--- src/rtl/result_display_mux.sv ---
// Captures a 9-bit add/sub result, converts it to sign + 3 BCD digits with a
// sequential double-dabble, and scans it onto a 4-digit common-anode display.
module result_display_mux #(
  parameter int REFRESH_DIV = 50000
) (
  input  logic       clk,
  input  logic       rst_n,
  input  logic [8:0] resultado,
  input  logic       sel,
  input  logic       start,
  output logic       busy,
  output logic       done,
  output logic [6:0] seg,
  output logic [3:0] an
);

  localparam int CW = (REFRESH_DIV > 1) ? $clog2(REFRESH_DIV) : 1;
  localparam logic [6:0] SEG_BLANK = 7'b1111111;
  localparam logic [6:0] SEG_MINUS = 7'b0111111;

  typedef enum logic [1:0] {IDLE, CONV, COMMIT} state_t;

  state_t         state_reg, state_next;
  logic [8:0]     shift_reg;
  logic [11:0]    bcd_reg;
  logic [3:0]     iter_reg;
  logic           neg_reg;
  logic [3:0]     hund_reg, tens_reg, units_reg;
  logic           disp_neg_reg;
  logic           done_reg;
  logic [CW-1:0]  refresh_reg;
  logic [1:0]     digit_reg;

  logic [11:0]    bcd_adj;
  logic [20:0]    shifted;
  logic [8:0]     magnitude;
  logic           negative;

  // Only a subtraction result with the sign bit set is treated as negative.
  assign negative  = sel & resultado[8];
  assign magnitude = negative ? (~resultado + 9'd1) : resultado;

  genvar gi;
  generate
    for (gi = 0; gi < 3; gi++) begin : g_adj
      assign bcd_adj[gi*4 +: 4] = (bcd_reg[gi*4 +: 4] >= 4'd5) ?
                                  (bcd_reg[gi*4 +: 4] + 4'd3) : bcd_reg[gi*4 +: 4];
    end
  endgenerate

  assign shifted = {bcd_adj[10:0], shift_reg, 1'b0};

  always_ff @(posedge clk or negedge rst_n) begin
    if (!rst_n) state_reg <= IDLE;
    else        state_reg <= state_next;
  end

  always_comb begin
    state_next = state_reg;
    case (state_reg)
      IDLE:    if (start) state_next = CONV;
      CONV:    if (iter_reg == 4'd8) state_next = COMMIT;
      COMMIT:  state_next = IDLE;
      default: state_next = IDLE;
    endcase
  end

  always_ff @(posedge clk or negedge rst_n) begin
    if (!rst_n) begin
      shift_reg    <= '0;
      bcd_reg      <= '0;
      iter_reg     <= '0;
      neg_reg      <= 1'b0;
      hund_reg     <= '0;
      tens_reg     <= '0;
      units_reg    <= '0;
      disp_neg_reg <= 1'b0;
      done_reg     <= 1'b0;
    end else begin
      done_reg <= (state_reg == COMMIT);
      case (state_reg)
        IDLE: begin
          if (start) begin
            shift_reg <= magnitude;
            neg_reg   <= negative;
            bcd_reg   <= '0;
            iter_reg  <= '0;
          end
        end
        CONV: begin
          bcd_reg   <= shifted[20:9];
          shift_reg <= shifted[8:0];
          iter_reg  <= iter_reg + 4'd1;
        end
        COMMIT: begin
          hund_reg     <= bcd_reg[11:8];
          tens_reg     <= bcd_reg[7:4];
          units_reg    <= bcd_reg[3:0];
          disp_neg_reg <= neg_reg;
        end
        default: ;
      endcase
    end
  end

  // Free-running scan, never disturbed by conversions.
  always_ff @(posedge clk or negedge rst_n) begin
    if (!rst_n) begin
      refresh_reg <= '0;
      digit_reg   <= '0;
    end else if (refresh_reg == CW'(REFRESH_DIV - 1)) begin
      refresh_reg <= '0;
      digit_reg   <= digit_reg + 2'd1;
    end else begin
      refresh_reg <= refresh_reg + 1'b1;
    end
  end

  function automatic logic [6:0] seg_of(input logic [3:0] d);
    case (d)
      4'd0:    seg_of = 7'b1000000;
      4'd1:    seg_of = 7'b1111001;
      4'd2:    seg_of = 7'b0100100;
      4'd3:    seg_of = 7'b0110000;
      4'd4:    seg_of = 7'b0011001;
      4'd5:    seg_of = 7'b0010010;
      4'd6:    seg_of = 7'b0000010;
      4'd7:    seg_of = 7'b1111000;
      4'd8:    seg_of = 7'b0000000;
      4'd9:    seg_of = 7'b0010000;
      default: seg_of = SEG_BLANK;
    endcase
  endfunction

  // Leading zeros are blanked; the units digit is always shown.
  always_comb begin
    an  = ~(4'b0001 << digit_reg);
    seg = SEG_BLANK;
    case (digit_reg)
      2'd3: seg = disp_neg_reg ? SEG_MINUS : SEG_BLANK;
      2'd2: seg = (hund_reg != 4'd0) ? seg_of(hund_reg) : SEG_BLANK;
      2'd1: seg = ((hund_reg != 4'd0) || (tens_reg != 4'd0)) ? seg_of(tens_reg) : SEG_BLANK;
      default: seg = seg_of(units_reg);
    endcase
  end

  assign busy = (state_reg != IDLE);
  assign done = done_reg;

endmodule

--- config.mk ---
export PLATFORM = sky130hd
export DESIGN_NAME = result_display_mux
export DESIGN_NICKNAME = d
export VERILOG_FILES = /design/src/rtl/result_display_mux.sv
export SDC_FILE = /design/constraint.sdc
export NUM_CORES = 1
export LEC_CHECK = 0
export ABC_AREA = 1
export BUFFER_PORTS_ARGS = -buffer_cell sky130_fd_sc_hd__buf_2
export CORE_ASPECT_RATIO = 1.5
export CORE_MARGIN = 2
export CORE_UTILIZATION = 32
export CTS_CLUSTER_DIAMETER = 40
export CTS_CLUSTER_SIZE = 28
export DETAILED_ROUTE_END_ITERATION = 6
export PLACE_DENSITY_LB_ADDON = 0.05
export SYNTH_ARGS = -nofsm -noshare
export SYNTH_HDL_FRONTEND = slang
export SYNTH_SLANG_ARGS = --single-unit
--- constraint.sdc ---
create_clock -name clk -period 1.47 [get_ports clk]
set_input_delay 0.147 -clock clk [delete_from_list [all_inputs] [get_ports clk]]
set_output_delay 0.147 -clock clk [all_outputs]
set_load 0.01 [all_outputs]
Word level (Yosys, flattened, before mapping) --
Memories as Yosys holds them, arrays and structs flattened. Cells that the tools add are included.
Storage, ports and cells: register bits after elaboration 60, bits in read-only memories 336, bits of input ports 13, memories kept 3
Memories:
- (no name shown) | words 16, bits a word 7, read ports 1, clocked after memory_dff 0, wr ports 0, line 120 | case (d)
- (no name shown) | words 16, bits a word 7, read ports 1, clocked after memory_dff 0, wr ports 0, line 120
- (no name shown) | words 16, bits a word 7, read ports 1, clocked after memory_dff 0, wr ports 0, line 120
Cells by class: $add $sub $neg 7, $lt $le $gt $ge 3, eq/ne operators 9, shifts and indexed selects 1, muxes and demuxes 18, bitwise operators 3, reductions and logical operators 9
Operators with widths (number):
- one-hot mux 12 bit (2 select lines) | 1
- two-way mux 7 bit | 3
- one-hot mux 7 bit (3 select lines) | 1
- two-way mux 9 bit | 2
- one-hot mux 9 bit (2 select lines) | 1
- adder 16 x 1 -> 16 bit, second input constant | 1
- == test 16 bit, second input constant | 1
- two-way mux 16 bit | 1
- >= comparator 4 x 3 -> 1 bit, second input constant | 3
- two-way mux 12 bit | 1
- two-way mux 4 bit | 3
- adder 9 x 1 -> 9 bit, second input constant | 1
- NOT 9 bit | 1
- adder 4 x 2 -> 4 bit, second input constant | 2
- one-hot mux 4 bit (2 select lines) | 1
- nonzero test 4 bit | 2
- == test 2 bit, second input constant | 3
- AND reduction 2 bit | 3
- adder 4 x 1 -> 4 bit, second input constant | 1
- == test 2 x 1 -> 1 bit, second input constant | 2
- == test 4 bit, second input constant | 1
- two-way mux 2 bit | 2
- inequality test 2 bit, second input constant | 2
- NOT 4 bit | 1
- 9 further kinds | 10

Logic depth before layout (Yosys ltp) --
Gate-level depths: netlist of run 1.
depth in word-level cells 5, depth in mapped cells 11, gate-level depth less buffers 11

Worst setup path after synthesis of run 1 --
Ideal clock, no wire load.
path kind reg-to-output, start register hund_reg[0], end output seg[1], arrival time 1.328 ns, setup slack -0.005 ns, stages on the path, launching flop included 9, cell sequence dfrtp_1 > inv_1 > ha_1 > nand2_1 > nor2_2 > nor2_1 > a21oi_1 > nor2_1 > nor2_1
Between the ends: cells in the longest elaborated chain, start to end 4, elaborated cells between the ends (all ways) 6
Ends and longest elaborated chain:
- start: declaration | line 28 | logic [3:0] hund_reg, tens_reg, units_reg;
- start signal: assignment | line 96 | hund_reg <= bcd_reg[11:8];
- branches (longest 3 deep; another with memory read (16 x 7 bit))
- one-hot mux 7 bit (3 select lines) * | line 139 | case (digit_reg)
- end: declaration | line 13 | output logic [6:0] seg,
Mark *: on every way between the ends.

Worst setup path after layout of run 1 --
start register tens_reg[1], end output seg[3]
Between the ends: cells in the longest elaborated chain, start to end 4, elaborated cells between the ends (all ways) 5
Ends and longest elaborated chain:
- start: declaration | line 28
- start signal: assignment | line 97 | tens_reg <= bcd_reg[7:4];
- branches (longest 2 deep; another with memory read (16 x 7 bit))
- two-way mux 7 bit * | line 142 | 2'd1: seg = ((hund_reg != 4'd0) || (tens_reg != 4'd0)) ? seg_of(tens_reg) : SEG_BLANK;
- one-hot mux 7 bit (3 select lines) * | line 139
Marked as above.

==> metrics.md, run 1 <==
| Metric | Value |
|---|---|
| Worst EP arrival | `1780 ps` |
| Num CTS Buffers | `9` |
| Largest net degree at the start of global routing | `61` |
| Row count | `48` |
| Initial antenna violation count | `0` |
| Mapped cell area | `3800 µm²` |
| Failing checks | `setup timing` |
| Total core area | `11500 µm²` |
| Total Die Area | `12800 µm²` |
| Die H | `137 µm` |
| Post-Layout Cell Count | `723` |
| Cells after Synth | `493` |
| Synth Area in Compound Gates | `13.9%` |
| Critical Path, Cell by Cell | `inv_2 > ha_4 > or2_1 > buf_4 > nand3_2 > a21oi_2 > nor2_2 > nor2_2 > buf_2` |
| Worst-margin pin slew | `336 ps` |
| Final Hold Fails | `0` |
| Vias in the first global route | `3267` |
| Reg clk slew, reported paths | `50 ps` |
| RSZ-0062 raised after global routing | `yes` |
| Switching power | `3480 µW` |
| H-Tree Depth | `3` |
| Yosys cell types | `38` |
| Synth Area in Simple Gates | `24.4%` |
| Fmax | `518 MHz` |
| Root Driver | `clkbuf_16` |
| Area of the multi-input gates | `2230 µm²` |
| Status | `finished with violations` |
| DRC | `0` |
| Slew Limit Fails | `0` |
| Sw Share | `38.8%` |
| Leakage | `0.00243 µW` |
| Synth warn | `0` |
| Critical Path RT | `1320 ps` |
| IO Pins | `26` |
| Sequential fraction of the synthesis area | `39.6%` |
| Critical path type | `reg2out` |
| CP max stage cell | `dfrtp_1` |
| Largest family of logic cells by synthesized area | `simple AND/OR/NAND/NOR gates` |
| Fill count | `1225` |
| Fin crit share | `131%` |
| Max Cap Viol | `0` |
| First-pass GRT wire length | `14800 µm` |
| Crit path max fanout | `4` |
| Clock Power Share | `24.9%` |
| CP max stage delay | `370 ps` |
| Synth top area cells | `dfrtp_1, ha_1, nand2_1` |
| Number of synthesized flops with an enable pin | `0` |
| Total Routing Usage GR | `14.8%` |
| Detailed placement HPWL | `6630 µm` |
| PD cells | `1780 nW/µm²` |
| Register area | `1500 µm²` |
| Syn_nets | `536` |
| Port bufs | `25` |
| Reg2Reg Depth | `7` |
| Pre-antenna DRT Iters | `4` |
| Vias | `3314` |
| Most frequent cells in the layout | `nand2_1, inv_1, dfrtp_1` |
| FFs w/ async S/R, synth | `100%` |
| Max reg flops | `16` |
| Post-route ant nets | `0` |
| WL final | `8860 µm` |
| Clock Latency Late Sink | `320 ps` |
| Die W | `92.9 µm` |
| Diodes inserted | `0` |
| Drt via density | `4.58` |
| Int Pwr | `5490 µW` |
| DR iter-0 viols | `67` |
| Slew HR | `77.6%` |
| Setup WS post-layout | `-459 ps` |
| Area Overhead vs Synth | `32.4%` |
| Initial core utilization | `32.9%` |
| Routed WL per cell | `12.3 µm` |
| Xor-xnor portion of the synthesized cell area | `3.23%` |
| Syn avg cell area | `7.70 µm²` |
| Sequential share of power | `29.1%` |
| Fin nets | `611` |
| Combinational group share of total power | `46.0%` |
| CTS tree | `done` |
| CP endpoint kind | `output port` |
| Setup violators final | `7` |
| Clock Path Buffers | `2` |
| Worst VDD drop | `791 µV` |
| Placed Instances | `697` |
| Area share of fa/ha/maj cells after synthesis | `9.89%` |
| Post-synth top area share | `39.6%` |
| Commonest non-fill, non-tap cell in the layout | `nand2_1` |
| Most frequent CP cell | `nor2_2` |
| Sink Count | `60` |
| Ys flop type | `dfrtp_1` |
| Post-route setup TNS | `-2950 ps` |
| Mux cell area share after synthesis | `0.560%` |
| Synth Register Bits | `60` |
| Min Tclk post-route | `1930 ps` |
| Clock Skew | `6.25 ps` |
| HP Class | `in2reg` |
| Routability cong. | `0.773` |
| Fraction of layout cells with a size suffix above 1 | `28.1%` |
| Dominant cell type by area after synthesis | `dfrtp_1` |
| Min-Delay Path Depth | `3` |
| Grt total ovfl | `0` |
| CP startpoint kind | `flop` |
-- final timing paths --
check | start | endpoint | slack [ps]
worst max-delay path | tens_reg[1] | seg[3] | -460
max in group asynchronous | rst_n | hund_reg[1] | 830
min in group asynchronous | rst_n | iter_reg[3] | 350
worst max register to register | refresh_reg[0] | refresh_reg[15] | 90
worst min-delay path | resultado[8] | shift_reg[8] | 120
worst min register to register | iter_reg[2] | iter_reg[2] | 480
-- power groups by stage --
stage | Sequential (µW) | Clock [µW] | Combinational [µW]
final | 2610 | 2230 | 4130
after global placement | 2580 | 0 | 3610
after global routing | 2700 | 2370 | 4720
after detailed placement | 2590 | 0 | 3630
after floorplan | 2510 | 0 | 2440
after CTS | 2570 | 2300 | 3730
-- synth_stat cells (2+ instances only) --
cell type,count
nand2_1,96
inv_1,66
nor2_1,66
dfrtp_1,60
o21ai_0,53
ha_1,30
a21oi_1,20
nand3_1,20
xor2_1,12
o21ai_1,7
a22oi_1,6
inv_2,6
nand4_1,6
buf_2,4
o22ai_1,4
nor2_2,3
nor3_1,3
or2_2,3
a31oi_1,2
buf_6,2
nand2_2,2
nand3_2,2
nor2_4,2
o211ai_1,2
or2_1,2
xnor2_1,2
-- stage by stage --
step / hold WS (ps) / setup WS, ps / utilization (%) / instance area, µm² / total power [µW]
detailed placement: 184 / -188 / 37.7 / 4350 / 6230
finish: 116 / -459 / 43.6 / 5020 / 8970
CTS: 103 / -443 / 41.0 / 4720 / 8600
global route: 136 / -556 / 43.6 / 5020 / 9790
floorplan: -149 / 6.84 / - / 3800 / 4950
global placement: 181 / -172 / 37.7 / 4350 / 6190
-- area by class of cell --
type                    instances  share of cell area [%]
clock buffers                  12                    4.91
clock inverters                 4                    1.44
inverters                      73                    5.60
multi-input cells             353                    44.3
flip-flops and latches         60                    29.9
well taps                     150                    3.74
repair buffers                 71                    10.1
-- routing by layer --
metal	GRT usage, %	part of all wire, %
met1	16.2	43
met2	27.8	53
met3	2.63	2.1
met4	5.88	1.7
met5	0	0
-- critical path, delay by kind of cell, from the launching register on --
family	cells	cell delay [ps]
AND/OR/NAND/NOR	4	490
buffers and inverters	3	380
AO/OA/AOI/OAI	1	60
adder cells (fa/ha/maj)	1	160
flip-flops	1	370
-- repair_timing --
item,in CTS,in global routing
hold buffers,1,0
gates resized for setup,21,63
pin swaps,5,21
buffers inserted,1,9
hold endpoints to repair,60,0
endpoints found under the setup margin,9,26
-- kinds of logic after synthesis --
group / count (synthesis)
and+or+nand+nor: 210
adders and majority gates: 30
xor gates and xnor gates: 14
muxes: 2
AOI/OAI and AO/OA: 97
DFF: 60
buffers and inverters: 80
Note: power is estimated with default switching activity, not from simulation.
==> inputs of run 2 (changes only) <==
ABC_AREA = default   (was 1)
TNS_END_PERCENT = 30   (was default)
==> metrics.md, run 2 <==
| Metric | Value |
|---|---|
| Post-synth top area share | `41.5% (+1.9 points)` |
| Ys flop type | `dfrtp_1` |
| Post-route ant nets | `0 (unchanged)` |
| Fraction of layout cells with a size suffix above 1 | `40.7% (+13 points)` |
| Status | `finished with violations` |
| Drt via density | `4.84 (+5.7%)` |
| Fin nets | `549 (-10%)` |
| Sink Count | `60 (unchanged)` |
| Reg clk slew, reported paths | `50 ps (about the same)` |
| Commonest non-fill, non-tap cell in the layout | `buf_4` |
| Post-route core utilization | `47.7% (+4.1 points)` |
| Critical path type | `reg2out` |
| Failing checks | `setup timing` |
| Total core area | `11100 µm² (-4.1%)` |
| Critical Path, Cell by Cell | `inv_2 > ha_4 > inv_4 > or3_4 > a31o_4 > a22oi_2 > buf_2` |
| Clock Skew | `5.09 ps (-1.15 ps)` |
| Number of synthesized flops with an enable pin | `0 (unchanged)` |
| Total Routing Usage GR | `15.2% (+0.44 points)` |
| Detailed placement HPWL | `6450 µm (-2.7%)` |
| First-pass GRT wire length | `14900 µm (+0.60%)` |
| H-Tree Depth | `3 (unchanged)` |
| Area of the multi-input gates | `2240 µm² (+0.79%)` |
| Fmax | `494 MHz (-4.8%)` |
| CP startpoint kind | `flop` |
| Pre-CTS setup slack | `-294 ps (-106 ps)` |
| Syn avg cell area | `9.51 µm² (+23%)` |
| Reg2Reg Depth | `5 (-2)` |
| RSZ-0062 raised after global routing | `yes` |
| Sequential share of power | `29.4% (+0.3 points)` |
| Leakage | `0.00240 µW (-1.1%)` |
| Syn_nets | `424 (-21%)` |
| CP startpoint | `digit_reg[1]` |
| Slew HR | `72.0% (-5.6 points)` |
| Clock Path Buffers | `2 (unchanged)` |
| Register area | `1500 µm² (about the same)` |
| IO Pins | `26 (unchanged)` |
| Mux cell area share after synthesis | `4.21% (+3.7 points)` |
| Sequential fraction of the synthesis area | `41.5% (+1.9 points)` |
| Critical Path RT | `1320 ps (about the same)` |
| Setup WS post-layout | `-556 ps (-96.8 ps)` |
| Routed WL per cell | `13.4 µm (+9.0%)` |
| Diodes inserted | `0 (unchanged)` |
| CTS tree | `done` |
| Yosys cell types | `51 (+34%)` |
| Final Hold Fails | `0 (unchanged)` |
| Row count | `47 (-2.1%)` |
| HP Class | `in2reg` |
| Crit path max fanout | `3 (-1)` |
| Grt total ovfl | `0 (unchanged)` |
| Most common cell in the netlist | `dfrtp_1` |
| Worst EP arrival | `1880 ps (+100 ps)` |
| Die W | `90.9 µm (-2.2%)` |
| Synth warn | `0 (unchanged)` |
| Root Driver | `clkbuf_16` |
| Vias in the first global route | `3188 (-2.4%)` |
| Worst VDD drop | `860 µV (+8.7%)` |
| Min Tclk post-route | `2030 ps (+96.8 ps)` |
| Synth Area in Simple Gates | `16.1% (-8.3 points)` |
| Pre-antenna DRT Iters | `4 (unchanged)` |
| Initial antenna violation count | `0 (unchanged)` |
| Synth Area in Compound Gates | `17.8% (+3.9 points)` |
| Initial core utilization | `32.8% (-0.16 points)` |
| Die H | `134 µm (-2.2%)` |
| Int Pwr | `5460 µW (-0.51%)` |
| CP endpoint kind | `output port` |
| Synth cell count leaders | `dfrtp_1, o21ai_0, ha_1, inv_1, nand2_1` |
| CP max stage delay | `390 ps (+20 ps)` |
| CP max stage cell | `or3_4` |
| Fill count | `1117 (-8.8%)` |
| Hold Crit Start | `resultado[0]` |
| Cells after Synth | `381 (-23%)` |
| Largest family of logic cells by synthesized area | `compound AO/OA/AOI/OAI gates` |
| Sw Share | `36.7% (-2.1 points)` |
| Max Cap Viol | `0 (unchanged)` |
| Most frequent cells in the layout | `buf_4, dfrtp_1, nand2_1, o21ai_0, buf_2` |
| Clock Power Share | `21.8% (-3.1 points)` |
| Vias | `3188 (-3.8%)` |
| DR iter-0 viols | `122 (+82%)` |
| Combinational group share of total power | `48.8% (+2.8 points)` |
| Num CTS Buffers | `9 (unchanged)` |
| WL final | `8790 µm (-0.79%)` |
| Slew Limit Fails | `0 (unchanged)` |
| Dominant cell type by area after synthesis | `dfrtp_1` |
| Port bufs | `25 (unchanged)` |
| Clock Latency Late Sink | `330 ps (about the same)` |
| Worst hold slack | `116 ps (-0.540 ps)` |
| Max reg flops | `16 (unchanged)` |
| Total Die Area | `12200 µm² (-4.4%)` |
| Setup violators final | `22 (+15)` |
| Worst-margin pin slew | `417 ps (+81.3 ps)` |
| Area Overhead vs Synth | `45.5%` |
| Synth top area cells | `dfrtp_1, ha_1, o21ai_0` |
| Largest net degree at the start of global routing | `61 (unchanged)` |
| Switching power | `3160 µW (-9.2%)` |
| DRC | `0 (unchanged)` |
| Mapped cell area | `3620 µm² (-4.6%)` |
| Area share of fa/ha/maj cells after synthesis | `10.4% (+0.47 points)` |
| PD cells | `1640 nW/µm² (-8.4%)` |
| Fin crit share | `138% (+6.6 points)` |
| Min-Delay Path Depth | `3 (unchanged)` |
| Synth Register Bits | `60 (unchanged)` |
| RR Startpoint | `refresh_reg[10]` |
| FFs w/ async S/R, synth | `100% (unchanged)` |
| Xor-xnor portion of the synthesized cell area | `5.32% (+2.1 points)` |
| Routability cong. | `0.758 (-2.0%)` |
[run 2: changes by cell type after synthesis, sizes merged, moves of 10 or more]
cell,delta
nand2,-69
nor2,-49
inv,-42
o21ai,-26
xnor2,+14
nand3,-11
clkbuf,+10
[run 2: layout make-up]
cell class,count,area share (%)
clock inverters,2,0.190
clock buffers,14,4.82
repair buffers,128,18.2
multi-input cells,277,42.6
well taps,147,3.49
inverters,30,2.18
flip-flops and latches,60,28.5
[run 2: logic make-up after synthesis]
| kind of cell | Yosys count |
|---|---|
| compound gates | 101 |
| buf+inv | 44 |
| simple gates | 110 |
| fa+ha+maj | 30 |
| mux | 14 |
| flops | 60 |
| xor+xnor | 22 |
[run 2: stage by stage]
stage	cells	power [µW]	TNS [ps]	instance area, µm²
floorplan	381	4750	-2090	3740
global placement	629	6390	-3830	4690
detailed placement	629	6430	-4220	4690
CTS	652	8520	-6490	5110
global route	658	9320	-7840	5270
finish	658	8620	-5930	5270
[run 2: final timing paths]
check | end | slack, ps
worst max register to register | refresh_reg[10] | -280
worst max-delay path | seg[5] | -560
max in group asynchronous | shift_reg[8] | 820
min in group asynchronous | refresh_reg[3] | 340
worst min-delay path | shift_reg[0] | 120
worst min register to register | shift_reg[0] | 480
[run 2: timing repair]
item                       4_1_cts  5_1_grt
gates resized for setup         27       31
buffers inserted                 6        6
hold endpoints to repair        60        0
pin swaps                       19       12
hold buffers                     1        0
setup endpoints to repair       25       29
[run 2: routing by layer]
metal / vias up / global-route usage (%) / share of wire (%)
li1: 1610 / - / -
met1: 1523 / 17.1 / 42
met2: 40 / 27.7 / 53
met3: 15 / 2.87 / 2.1
met4: 0 / 6.90 / 3.0
met5: - / 0 / 0
[run 2: power groups by stage]
stage / Combinational, µW / Clock (µW) / Sequential (µW)
final: 4210 / 1880 / 2530
after global routing: 4710 / 2010 / 2610
after CTS: 4040 / 1950 / 2530
after detailed placement: 3880 / 0 / 2550
after global placement: 3850 / 0 / 2540
after floorplan: 2320 / 0 / 2430
[run 2: worst max-delay path: cells and delay by family, from the launching register on]
kind,cells,cell delay [ps]
buf+inv,3,280
fa+ha+maj,1,170
simple gates,1,390
compound gates,2,340
flops,1,380
